File: config.mk
export PLATFORM = sky130hd
export DESIGN_NAME = rgb_fade_engine
export DESIGN_NICKNAME = d
export VERILOG_FILES = /design/src/rtl/rgb_fade_pkg.sv /design/src/rtl/rgb_fade_engine_pwm_channel.sv /design/src/rtl/rgb_fade_engine.sv
export SDC_FILE = /design/constraint.sdc
export NUM_CORES = 1
export LEC_CHECK = 0
export BUFFER_PORTS_ARGS = -buffer_cell sky130_fd_sc_hd__buf_4
export CAP_MARGIN = 40
export CORE_MARGIN = 2
export CORE_UTILIZATION = 40
export DETAILED_ROUTE_END_ITERATION = 8
export PLACE_DENSITY = 0.66
export SLEW_MARGIN = 20
export SYNTH_ARGS = -nofsm -noshare
export SYNTH_HDL_FRONTEND = slang
export SYNTH_SLANG_ARGS = --single-unit
File: constraint.sdc
create_clock -name hw_clk -period 2.9 [get_ports hw_clk]
set_clock_uncertainty 0.2 [all_clocks]
set_input_delay 0.87 -clock hw_clk [delete_from_list [all_inputs] [get_ports hw_clk]]
set_output_delay 0.87 -clock hw_clk [all_outputs]
set_load 0.02 [all_outputs]
File: src/rtl/rgb_fade_pkg.sv
// rgb_fade_pkg: shared mode encodings, ramp states and channel indices for the RGB fade engine
package rgb_fade_pkg;
  localparam logic [1:0] MODE_OFF = 2'd0;
  localparam logic [1:0] MODE_STATIC = 2'd1;
  localparam logic [1:0] MODE_BREATHE = 2'd2;
  localparam logic [1:0] MODE_CYCLE = 2'd3;
  typedef enum logic [1:0] {ST_IDLE, ST_UP, ST_DOWN} fade_state_t;
  localparam int CH_RED = 0;
  localparam int CH_GREEN = 1;
  localparam int CH_BLUE = 2;
endpackage

File: src/rtl/rgb_fade_engine_pwm_channel.sv
// pwm_channel: registered compare of the shared PWM counter against one channel's duty
module pwm_channel #(
  parameter int PWM_WIDTH = 8
) (
  input  logic                 hw_clk,
  input  logic                 rst,
  input  logic [PWM_WIDTH-1:0] cnt,
  input  logic [PWM_WIDTH-1:0] duty,
  output logic                 pwm
);
  always_ff @(posedge hw_clk) pwm <= rst ? 1'b0 : cnt < duty;
endmodule

File: src/rtl/rgb_fade_engine.sv
// rgb_fade_engine: prescaled brightness ramp FSM and per-channel PWM enables for the RGB LED
module rgb_fade_engine
  import rgb_fade_pkg::*;
#(
  parameter int PWM_WIDTH = 8,
  parameter int NUM_CH = 3,
  parameter int TICK_DIV = 2097152,
  parameter int STEP = 32,
  localparam int AW = NUM_CH > 1 ? $clog2(NUM_CH) : 1
) (
  input  logic                 hw_clk,
  input  logic                 rst,
  input  logic [1:0]           mode,
  input  logic [NUM_CH-1:0]    ch_en,
  input  logic [PWM_WIDTH-1:0] static_level,
  output logic [NUM_CH-1:0]    pwm_out,
  output logic [PWM_WIDTH-1:0] level_out,
  output logic [AW-1:0]        active_ch,
  output logic                 cycle_done
);
  localparam int PW = $clog2(TICK_DIV);
  localparam logic [PW-1:0] PRE_TOP = PW'(TICK_DIV - 1);
  localparam logic [PWM_WIDTH-1:0] MAX = '1;
  localparam logic [PWM_WIDTH:0] MAX_X = {1'b0, MAX};
  localparam logic [PWM_WIDTH:0] STEP_X = (PWM_WIDTH + 1)'(STEP);
  logic [PW-1:0] presc;
  logic [PWM_WIDTH-1:0] pwm_cnt, lvl_up, lvl_dn;
  logic [PWM_WIDTH:0] sum;
  logic [1:0] mode_q;
  logic tick, mode_chg;
  fade_state_t state;
  always_comb begin
    tick = presc == PRE_TOP;
    mode_chg = mode != mode_q;
    sum = {1'b0, level_out} + STEP_X;
    lvl_up = sum > MAX_X ? MAX : sum[PWM_WIDTH-1:0];
    lvl_dn = {1'b0, level_out} > STEP_X ? level_out - STEP_X[PWM_WIDTH-1:0] : '0;
  end
  // a mode change outranks a coincident tick, so the ramp always restarts cleanly from 0
  always_ff @(posedge hw_clk) begin
    mode_q <= mode;
    if (rst) begin
      presc <= '0;
      pwm_cnt <= '0;
      level_out <= '0;
      active_ch <= '0;
      cycle_done <= 1'b0;
      state <= ST_IDLE;
    end else begin
      presc <= tick ? '0 : presc + 1'b1;
      pwm_cnt <= pwm_cnt + 1'b1;
      cycle_done <= 1'b0;
      if (mode_chg) begin
        level_out <= '0;
        active_ch <= '0;
        state <= ST_IDLE;
      end else if (!mode[1]) begin
        level_out <= '0;
        state <= ST_IDLE;
      end else if (state == ST_IDLE) begin
        state <= ST_UP;
      end else if (tick && state == ST_UP) begin
        level_out <= lvl_up;
        if (lvl_up == MAX) state <= ST_DOWN;
      end else if (tick) begin
        level_out <= lvl_dn;
        if (lvl_dn == '0) begin
          cycle_done <= 1'b1;
          state <= ST_UP;
          if (mode == MODE_CYCLE) active_ch <= active_ch == AW'(NUM_CH - 1) ? '0 : active_ch + 1'b1;
        end
      end
    end
  end
  for (genvar i = 0; i < NUM_CH; i++) begin : g_ch
    logic [PWM_WIDTH-1:0] duty;
    always_comb duty = mode == MODE_STATIC ? (ch_en[i] ? static_level : '0) :
                       mode == MODE_BREATHE ? (ch_en[i] ? level_out : '0) :
                       mode == MODE_CYCLE ? (active_ch == AW'(i) ? level_out : '0) : '0;
    pwm_channel #(.PWM_WIDTH(PWM_WIDTH)) u_pwm (
      .hw_clk(hw_clk),
      .rst(rst),
      .cnt(pwm_cnt),
      .duty(duty),
      .pwm(pwm_out[i])
    );
  end
endmodule
Word-level counts from Yosys, hierarchy flattened --
Cells that the tools add are included.
Word-level totals: bits in registers 47, bits of input ports 15, output and inout port bits 14, logic and storage cells 82
Cells by class: add/sub/neg operators 5, order comparisons 5, equality and inequality tests 11, multiplexer cells 29, bitwise operators 4, reduce and logical (&&, ||, !) cells 17
Operators by type and width (count):
- 8-bit 2-to-1 mux | 22
- 8-bit less-than comparator | 3
- 21-bit by 1-bit adder with 21-bit output (second input constant) | 1
- 21-bit == test (second input constant) | 1
- 2-bit 2-to-1 mux | 5
- 8-bit by 6-bit adder with 9-bit output (second input constant) | 1
- 9-bit by 8-bit > comparator with 1-bit output (second input constant) | 1
- 8-bit by 1-bit adder with 8-bit output (second input constant) | 1
- 8-bit == test (second input constant) | 1
- 8-bit by 6-bit > comparator with 1-bit output (second input constant) | 1
- 8-bit zero test | 1
- 8-bit by 6-bit subtractor with 8-bit output (second input constant) | 1
- 2-bit by 1-bit == test with 1-bit output (second input constant) | 3
- 2-bit == test (second input constant) | 3
- 3-bit AND reduction | 2
- 6-bit AND reduction | 1
- 3-bit nonzero test | 2
- 6-bit OR reduction | 1
- 2-bit zero test | 2
- 1-bit inverter | 4
- 2-bit nonzero test | 2
- 2-bit OR reduction | 2
- 4-bit OR reduction | 1
- 3-bit by 2-bit != test with 1-bit output (second input constant) | 1
- 7 further kinds | 8

Longest topological paths before layout --
depth in word-level cells 7, depth in mapped cells 11

Cells and area by module --
A second synthesis with hierarchy kept.
Second synthesis, totals: cells, all modules 345, area, all modules 3030.4 um^2
Modules (own cells, without submodules):
- rgb_fade_engine | instances 1, cells each 267, area an instance 2426.1 um^2
- pwm_channel | instances 3, cells each 26, area an instance 201.4 um^2

Worst setup path before layout --
Ideal clock, no wire load.
path kind input -> register, from input mode[0], to register g_ch[0].u_pwm.pwm, data arrival time 2889 ps, data required time 2636 ps, setup slack -253 ps, stages 9, path buffers 1, cells stage by stage clkbuf_1 -> or3b_2 -> a21oi_1 -> a22oi_1 -> ha_1 -> a21o_1 -> a211oi_1 -> o21ai_0 -> nor2_1
On the way: longest elaborated chain between the ends 5, elaborated cells on any way between the ends 7, classes of those cells order compare (1); eq/ne (3); mux (3)
Ends and longest elaborated chain:
- from (decl) | line rgb_fade_engine.sv:13 | input logic [1:0] mode,
- 2-bit == test | line rgb_fade_engine.sv:79 | mode == MODE_CYCLE ? (active_ch == AW'(i) ? level_out : '0) : '0;
- 8-bit 2-to-1 mux | line rgb_fade_engine.sv:79
- 8-bit 2-to-1 mux | line rgb_fade_engine.sv:78 | mode == MODE_BREATHE ? (ch_en[i] ? level_out : '0) :
- 8-bit 2-to-1 mux * | line rgb_fade_engine.sv:77 | always_comb duty = mode == MODE_STATIC ? (ch_en[i] ? static_level : '0) :
- 8-bit less-than comparator * | line rgb_fade_engine_pwm_channel.sv:11 | always_ff @(posedge hw_clk) pwm <= rst ? 1'b0 : cnt < duty;
- to (signal assigned) | line rgb_fade_engine_pwm_channel.sv:11
- to (decl) | line rgb_fade_engine_pwm_channel.sv:9 | output logic pwm
Mark *: on every way between the ends. The rest lies on a longest branch, timed or not. A chain may end at the register's enable or synchronous reset.

Final worst setup path --
from input mode[0], to register g_ch[2].u_pwm.pwm
On the way: longest elaborated chain between the ends 5, elaborated cells on any way between the ends 7, classes of those cells order compare (1); eq/ne (3); mux (3)
Ends and longest elaborated chain (line):
- 2-bit == test | rgb_fade_engine.sv:79
- 8-bit 2-to-1 mux | rgb_fade_engine.sv:79
- 8-bit 2-to-1 mux | rgb_fade_engine.sv:78
- 8-bit 2-to-1 mux * | rgb_fade_engine.sv:77
- 8-bit less-than comparator * | rgb_fade_engine_pwm_channel.sv:11
- to (signal assigned) | rgb_fade_engine_pwm_channel.sv:11
- to (decl) | rgb_fade_engine_pwm_channel.sv:9
Marks and branches as above.

==> results_dict.tcl <==
set metrics [dict create \
    netlist-cell-type-count 45 \
    hold-worst-slack_ns 0.289 \
    clockBufferDepth 2 \
    antenna_found_initial 0 \
    synth_area_mm2 0.00286 \
    route.detailed.drc 0 \
    holdPathStages 1 \
    fp.dieArea_mm2 0.00783 \
    fmax_ghz 0.391 \
    fin_crit_sh_pct 88.3 \
    avgSynthCellArea_um2 8.65 \
    tns_ns 0 \
    synth_top_area_share_pct 33.0 \
    grt_pass1_vias 2231 \
    synth_common_cells "dfxtp_1 (47), nor2_1 (35), ha_1 (26)" \
    ctsHoldBuffers 0 \
    r2r_slack_ns 0.51 \
    final_nets 400 \
    syn_inst 330 \
    avgViaCountPerCell 5.49 \
    setup_viol 0 \
    synth-seq-cells 47 \
    die_w_um 88.5 \
    cts_tree "built" \
    post-cts-setup-buffers 0 \
    synth_most_common_cell "dfxtp_1" \
    num_antenna_cells 0 \
    syn-num-nets 371 \
    synth_top_area_cell "dfxtp_1" \
    critical_path_required_ns 2.95 \
    slew_violations 0 \
    cp-startpoint "mode[0]" \
    worst_pin_slew_ns 0.557 \
    areaGrowthSynthToFinish_pct 15.7 \
    yosysSeqAreaShare_pct 33.0 \
    port_buffers 28 \
    slowest_delay_ns 0.28 \
    period_minus_slack_ns 2.56 \
    drtIter0Drc 136 \
    core_mm2 0.00687 \
    grt_pass1_wl_um 10900 \
    cp-start-kind "input port" \
    grt_max_degree 21 \
    worst-path-buf-inv 2 \
    worstReg2RegEnd "active_ch[1]$_SDFFE_PP0P_" \
    die_h_um 88.5 \
    cp.arrival_ns 2.60 \
    start_util_pct 41.6 \
    status "complete, no violations" \
    total_power_mw 1.26 \
    r2r-start "presc[0]$_SDFF_PP0_" \
    slew_headroom_pct 62.5 \
    crit_family "compound AO/OA/AOI/OAI gates" \
    ys.flop_type "dfxtp_1" \
    slowest_stage "ha_1" \
    postRouteAntennaNets 0 \
    numCtsBuffers 5 \
    row_count 30 \
    crit_top_cell "buf_4" \
    min_to "presc[0]$_SDFF_PP0_" \
    clk_latency_ns 0.31 \
    yosys_warnings 0 \
    gp_congestion 0.887 \
    wire_per_inst_um 14.5 \
    ios 29 \
    post_cts_resized 0 \
    powerDensity_mw_per_mm2 382 \
    reg2regPathDepth 6 \
    grt_use_total_pct 17.8 \
    crit_path_max_fanout 7 \
    p_leak_nw 1.35 \
    hold_start "presc[0]$_SDFF_PP0_" \
    ir_worst_vdd_mv 0.193 \
    drive_above_1_share_pct 16.7 \
    htreeDepth 2 \
    rsz0062_at_grt "false" \
    synth-edff-count 0 \
    grt.overflow.total 0 \
    worst_setup_path_end_kind "register" \
    cap_violations 0 \
    via_count 2505 \
    hold_viol 0 \
    hp-class "reg2reg" \
    hpwl_um 4990 \
    cts_sinks 47 \
    async_flop_share_pct 0 \
    ys_top_cells_by_area "dfxtp_1 (33%), ha_1 (11%), xor2_1 (6.1%), a22oi_1 (5.8%), nor2_1 (4.6%)" \
    timing_worst_setup_path_type "in2reg" \
    wl_um 6600 \
    crit_chain "buf_4 > nor2b_1 > and2_0 > buf_4 > a22oi_1 > ha_1 > and4_1 > a211oi_1 > nand2_1 > a31oi_1" \
    cts_root_buf "clkbuf_8" \
    clk_pin_slew_ns 0.10 \
    dr.pass1.iters 4 \
]
==> sequential cells by signal, indices dropped and copies added, names as in the netlist <==
name            cells
mode_q              2
level_out           8
cycle_done          1
state               2
presc              21
g_ch.u_pwm.pwm      3
pwm_cnt             8
active_ch           2
==> power breakdown <==
part | leakage (nW) | total, mW | internal (mW) | switching [mW]
clock | 0.0505 | 0.446 | 0.217 | 0.229
combinational | 0.923 | 0.142 | 0.0673 | 0.0750
sequential | 0.381 | 0.674 | 0.660 | 0.0141
total | 1.35 | 1.26 | 0.944 | 0.318
==> per-stage QoR <==
stage,utilization (%),cells,setup slack (ns),instance area [µm²]
2_1_floorplan,-,330,0.00465,2870
6_report,48.1,456,0.340,3300
3_5_place_dp,46.6,448,0.0277,3200
5_1_grt,48.1,456,0.196,3300
3_3_place_gp,46.6,448,0.0646,3200
4_1_cts,48.1,456,0.345,3300
==> worst max path at each step <==
stage	end	slack, ns	cells past startpoint
after global placement	g_ch[0].u_pwm.pwm$_SDFF_PP0_	0.06	9
after global routing	g_ch[2].u_pwm.pwm$_SDFF_PP0_	0.20	10
final	g_ch[2].u_pwm.pwm$_SDFF_PP0_	0.34	10
after floorplan	g_ch[0].u_pwm.pwm$_SDFF_PP0_	0.005	9
after detailed placement	g_ch[2].u_pwm.pwm$_SDFF_PP0_	0.03	10
after CTS	g_ch[0].u_pwm.pwm$_SDFF_PP0_	0.34	9
==> metal layers <==
metal  vias to the layer above  routed length [µm]  global-route usage [%]
li1                       1266                   -                       -
met1                      1167                3150                    26.0
met2                        68                2970                    26.6
met3                         4                 443                    4.10
met4                         0                  38                    4.27
met5                         -                   0                       0
==> layout make-up <==
cell class	instances	area (µm²)
Clock buffer	7	96.3
Clock inverter	1	7.51
Fill cell	668	3570
Inverter	6	22.5
Multi-Input combinational cell	261	1830
Sequential cell	47	941
Tap cell	96	120
Timing Repair Buffer	38	285
==> logic make-up (layout without fill, tap and decap cells) <==
logic type	after synthesis	in the layout	share of synthesized area, %
AO/OA/AOI/OAI	78	78	18.0
XOR/XNOR	29	29	8.90
adder cells (fa/ha/maj)	26	26	11.4
buffers and inverters	22	52	3.33
flip-flops	47	47	33.0
AND/OR/NAND/NOR	128	128	25.4
==> layout by cell type, fill, tap and decap left out, types with 3 or more instances in the layout <==
cell type,count
nand2_1,11
clkbuf_8,7
inv_1,6
nor3_1,8
a21oi_1,15
and2_2,3
a211oi_1,5
buf_4,38
and2_1,3
dfxtp_1,47
xnor2_1,9
o21ai_0,14
nor2b_1,4
nand3_1,22
and3_2,4
and4_1,5
nor2_1,35
a21o_1,5
xor2_1,20
a22o_1,3
ha_1,26
nand4_1,6
a22oi_1,22
and3_1,4
a31oi_1,5
or3_1,4
nand2b_1,3
and2_0,3
(Power assumes the default switching activity.)
